`src/rtl/wb_async_mem_arbiter.sv`:
```
// Two-master Wishbone arbiter: round-robin grant held for a whole cycle,
// with a watchdog that turns a hung slave into an error to the granted master.
module wb_async_mem_arbiter #(
    parameter int unsigned AW      = 32,
    parameter int unsigned DW      = 32,
    parameter int unsigned TIMEOUT = 255
) (
    input  logic            wb_clk_i,
    input  logic            wb_rst_i,
    input  logic            m0_cyc_i,
    input  logic            m0_stb_i,
    input  logic            m0_we_i,
    input  logic [DW/8-1:0] m0_sel_i,
    input  logic [AW-1:0]   m0_adr_i,
    input  logic [DW-1:0]   m0_dat_i,
    output logic [DW-1:0]   m0_dat_o,
    output logic            m0_ack_o,
    output logic            m0_err_o,
    input  logic            m1_cyc_i,
    input  logic            m1_stb_i,
    input  logic            m1_we_i,
    input  logic [DW/8-1:0] m1_sel_i,
    input  logic [AW-1:0]   m1_adr_i,
    input  logic [DW-1:0]   m1_dat_i,
    output logic [DW-1:0]   m1_dat_o,
    output logic            m1_ack_o,
    output logic            m1_err_o,
    output logic            s_cyc_o,
    output logic            s_stb_o,
    output logic            s_we_o,
    output logic [DW/8-1:0] s_sel_o,
    output logic [AW-1:0]   s_adr_o,
    output logic [DW-1:0]   s_dat_o,
    input  logic [DW-1:0]   s_dat_i,
    input  logic            s_ack_i,
    input  logic            s_err_i
);

    localparam int unsigned SW = DW / 8;
    localparam int unsigned CW = (TIMEOUT > 0) ? $clog2(TIMEOUT + 1) : 1;

    typedef enum logic [1:0] {IDLE, G0, G1} state_e;

    state_e          state_q, state_d;
    logic            last_q, last_d;
    logic [CW-1:0]   wd_cnt_q, wd_cnt_d;

    logic            g_cyc, g_stb, g_we;
    logic [SW-1:0]   g_sel;
    logic [AW-1:0]   g_adr;
    logic [DW-1:0]   g_dat;
    logic            wd_hit, wd_err;

    // Grant selection; last_q holds the most recently granted master.
    always_comb begin
        state_d = state_q;
        last_d  = last_q;
        unique case (state_q)
            IDLE: begin
                if (m0_cyc_i && m1_cyc_i) begin
                    if (last_q) begin
                        state_d = G0;
                        last_d  = 1'b0;
                    end else begin
                        state_d = G1;
                        last_d  = 1'b1;
                    end
                end else if (m0_cyc_i) begin
                    state_d = G0;
                    last_d  = 1'b0;
                end else if (m1_cyc_i) begin
                    state_d = G1;
                    last_d  = 1'b1;
                end
            end
            G0:      if (!m0_cyc_i) state_d = IDLE;
            G1:      if (!m1_cyc_i) state_d = IDLE;
            default: state_d = IDLE;
        endcase
    end

    // Master-to-slave mux driven purely by the registered grant.
    always_comb begin
        g_cyc = 1'b0;
        g_stb = 1'b0;
        g_we  = 1'b0;
        g_sel = '0;
        g_adr = '0;
        g_dat = '0;
        unique case (state_q)
            G0: begin
                g_cyc = m0_cyc_i;
                g_stb = m0_stb_i;
                g_we  = m0_we_i;
                g_sel = m0_sel_i;
                g_adr = m0_adr_i;
                g_dat = m0_dat_i;
            end
            G1: begin
                g_cyc = m1_cyc_i;
                g_stb = m1_stb_i;
                g_we  = m1_we_i;
                g_sel = m1_sel_i;
                g_adr = m1_adr_i;
                g_dat = m1_dat_i;
            end
            default: ;
        endcase
    end

    // Hit is independent of slave response so stb never loops through ack.
    always_comb begin
        wd_hit   = (TIMEOUT != 0) && (state_q != IDLE) && g_stb &&
                   (wd_cnt_q == CW'(TIMEOUT));
        wd_err   = wd_hit && !s_ack_i && !s_err_i;
        wd_cnt_d = '0;
        if ((TIMEOUT != 0) && (state_q != IDLE) && (state_d == state_q) &&
            g_stb && !s_ack_i && !s_err_i && !wd_hit) begin
            wd_cnt_d = wd_cnt_q + CW'(1);
        end
    end

    always_ff @(posedge wb_clk_i or posedge wb_rst_i) begin
        if (wb_rst_i) begin
            state_q  <= IDLE;
            last_q   <= 1'b1;
            wd_cnt_q <= '0;
        end else begin
            state_q  <= state_d;
            last_q   <= last_d;
            wd_cnt_q <= wd_cnt_d;
        end
    end

    assign s_cyc_o  = g_cyc;
    assign s_stb_o  = g_stb && !wd_hit;
    assign s_we_o   = g_we;
    assign s_sel_o  = g_sel;
    assign s_adr_o  = g_adr;
    assign s_dat_o  = g_dat;

    assign m0_ack_o = (state_q == G0) && s_ack_i;
    assign m0_err_o = (state_q == G0) && (s_err_i || wd_err);
    assign m0_dat_o = (state_q == G0) ? s_dat_i : '0;
    assign m1_ack_o = (state_q == G1) && s_ack_i;
    assign m1_err_o = (state_q == G1) && (s_err_i || wd_err);
    assign m1_dat_o = (state_q == G1) ? s_dat_i : '0;

endmodule
```
`config.mk`:
```
export PLATFORM = sky130hd
export DESIGN_NAME = wb_async_mem_arbiter
export DESIGN_NICKNAME = d
export VERILOG_FILES = /design/src/rtl/wb_async_mem_arbiter.sv
export SDC_FILE = /design/constraint.sdc
export NUM_CORES = 1
export LEC_CHECK = 0
export ABC_CLOCK_PERIOD_IN_PS = 2200
export CORE_AREA = 2 2 123 125
export DETAILED_ROUTE_END_ITERATION = 10
export DIE_AREA = 0 0 125 127
export PLACE_DENSITY = 0.54
export SKIP_CTS_REPAIR_TIMING = 1
export SYNTH_ARGS = -nofsm -noshare
export SYNTH_HDL_FRONTEND = slang
export SYNTH_SLANG_ARGS = --single-unit
```
`constraint.sdc`:
```
create_clock -name wb_clk_i -period 2.2 [get_ports wb_clk_i]
set_input_delay 0.33 -clock wb_clk_i [delete_from_list [all_inputs] [get_ports wb_clk_i]]
set_output_delay 0.33 -clock wb_clk_i [all_outputs]
set_load 0.05 [all_outputs]
```
==> results.toml <==
[synth]
synth-xor-area-share_pct = 2.37
synth_edf_count = 0
synth_top_cell_area_share_pct = 23.7
synth.mux.area_fraction_pct = 0
synth-compound-area-share_pct = 27.9
synth_nets = 496
synth_top_family_by_area = "simple AND/OR/NAND/NOR gates"
ys_seq_elements = 11
async_reset_ff_share_pct = 100
seq_area_frac_synth_pct = 12.5
yosysWarnings = 0
yosys.area_share.simple_pct = 47.3
synth_top_area_cell = "a22oi_1"
synth-main-ff-cell = "dfrtp_1"
yosysUniqueCellTypes = 32
synth-adder-area-share_pct = 3.38
synth.avg_cell_area_um2 = 7.11
netlist_top_cells_area = "a22oi_1 24%, nor2b_1 21%, and2_1 19%, dfrtp_1 11%, clkbuf_1 3.4%"
netlist_area_um2 = 2220
synthCells = 312

[grt]
gr-usage-all-layers_pct = 16.4
grt_first_pass_wirelength_mm = 21.2
antenna_found_initial = 0
grt_overflow = 0
grt_max_degree = 64
grt_pass1_vias = 3734

[worst_setup_path]
reg2reg_slack_ns = 0.30
worstPathArrival_ns = 1.80
crit_fanout = 3
crit_required_ns = 1.87
crit_path_end_kind = "output port"
startpoint = "state_q[1]"
cp-start-kind = "register"
crit_type = "reg2out"
ff2ff_path_depth = 6
r2r-end = "wd_cnt_q[5]"
r2r_start = "state_q[1]"

[timing]
tightest_slew_ns = 0.471
final.period_utilization_pct = 96.6
rsz0062_at_grt = "true"
worst_slew_margin_rel_pct = 68.6
fin_skew_ns = 0.00316
setup_violations = 0
clock.fmax_ghz = 0.470
fin_crit_ns = 2.13
hold_viol_final = 0
maxSlewViolCount = 0
worst_hold_slack_ns = 0.404

[route]
vias_per_cell = 4.43
routed_wl_mm = 14.0
drcViolationCount = 0
wl_per_cell_um = 17.6
vias = 3535
drt_first_pass_iters = 5
ant_nets = 0
drt_iter0_drc = 123

[placement]
placed_area_um2 = 7200
gp_congestion = 0.833
hpwl_mm = 11.6
io_buffers = 316

[floorplan]
dieArea_um2 = 15900
start_util_pct = 15.4
io_pins = 317
fp.dieW_um = 125
rows = 44
die_h_um = 127
core_area_um2 = 14400

[cells_and_area]
final_area_um2 = 7330
drive_gt1_share_pct = 39.1
area_growth_pct = 231
antenna_cells = 0
fin_nets = 799

[cts]
cts_buffer_depth = 2
clkLatencyLatePin_ns = 0.24
htreeDepth = 1
numCtsBuffers = 3
path_clk_slew_ns = 0.04
cts_root_buf = "clkbuf_16"
clock_sinks = 11
tritoncts = "done"

[min_path]
hp-class = "in2async"

[power_and_ir_drop]
leakagePower_uw = 0.00272
ir_worst_vdd_mv = 0.556
power_density_nw_per_um2 = 1260

[job]
maxCapViolCount = 0

[outcome]
outcome = "finished, final reports clean"
==> synthesized netlist by cell type (2+ instances only) <==
master	instances
o21ai_0	2
xnor2_1	4
buf_2	9
nor2_1	6
a22oi_1	70
ha_1	6
nand3_1	5
clkbuf_1	20
nor2b_1	73
a21oi_1	4
nand2_1	4
nor3_1	10
xor2_1	2
and2_1	66
inv_1	5
dfrtp_1	10
==> worst max-delay path by stage <==
stage / depth (start not counted) / to / slack (ns)
floorplan: 6 / m0_err_o / -0.16
global placement: 6 / m0_err_o / 0.14
detailed placement: 6 / m1_err_o / 0.14
CTS: 7 / m1_err_o / -0.06
global route: 5 / s_stb_o / -0.01
finish: 6 / m0_err_o / 0.07
==> kinds of logic after synthesis <==
kind of cell	Yosys count
AO/OA/AOI/OAI	82
XOR/XNOR	6
adder cells (fa/ha/maj)	6
buffers and inverters	36
flip-flops	11
AND/OR/NAND/NOR	171
==> per-stage QoR <==
stage / TNS [ns] / total power [uW] / std cells / setup WS (ns) / utilization [%]
after floorplan: -0.319 / 4730 / 312 / -0.159 / -
after global placement: 0 / 8860 / 792 / 0.142 / 49.9
after detailed placement: 0 / 8900 / 792 / 0.140 / 49.9
after CTS: -1.21 / 9260 / 796 / -0.0625 / 50.5
after global routing: -0.0239 / 9620 / 798 / -0.0145 / 50.8
final: 0 / 9210 / 798 / 0.0746 / 50.8
==> where the power goes <==
part           internal [uW]  switching, uW  leakage (uW)
combinational           4050           4570       0.00254
sequential               236           23.4      0.000148
clock                    243           90.3     0.0000382
total                   4530           4680       0.00272
==> layout make-up <==
cell class | instances | area (um2)
Sequential cell | 11 | 277
Clock buffer | 4 | 78.8
Tap cell | 184 | 230
Fill cell | 1300 | 7090
Timing Repair Buffer | 329 | 4710
Multi-Input combinational cell | 265 | 2020
Inverter | 5 | 18.8
==> registers in the layout, summed over array words and instances (netlist names) <==
signal,cells
wd_cnt_q,8
last_q,1
state_q,2
==> critical path, stage by stage, from the launching register on <==
cell	delay (ns)
dfrtp_1	0.38
inv_2	0.08
ha_2	0.37
nor4b_4	0.24
a21oi_2	0.11
nor2b_1	0.20
buf_12	0.17
==> layer usage <==
metal,up-vias,wire (um),track usage (%)
li1,1700,-,-
met4,0,38,1.18
met2,214,7320,30.9
met1,1617,5220,18.6
met5,-,0,0
met3,4,1430,5.53
==> placed cells by master (no fill, tap or decap), types with 3 or more instances in the layout <==
master,Yosys,layout
nand2_1,4,4
clkbuf_16,0,3
buf_4,0,7
dfrtp_1,10,10
buf_12,0,143
nor3_1,10,10
nand3_1,5,5
clkdlybuf4s50_1,0,177
xnor2_1,4,4
and2_1,66,66
inv_1,5,3
ha_1,6,3
nor2b_2,0,70
a21oi_1,4,3
nor2_1,6,6
nor2b_1,73,3
a22oi_1,70,69
Note: power is estimated with default switching activity, not from simulation.
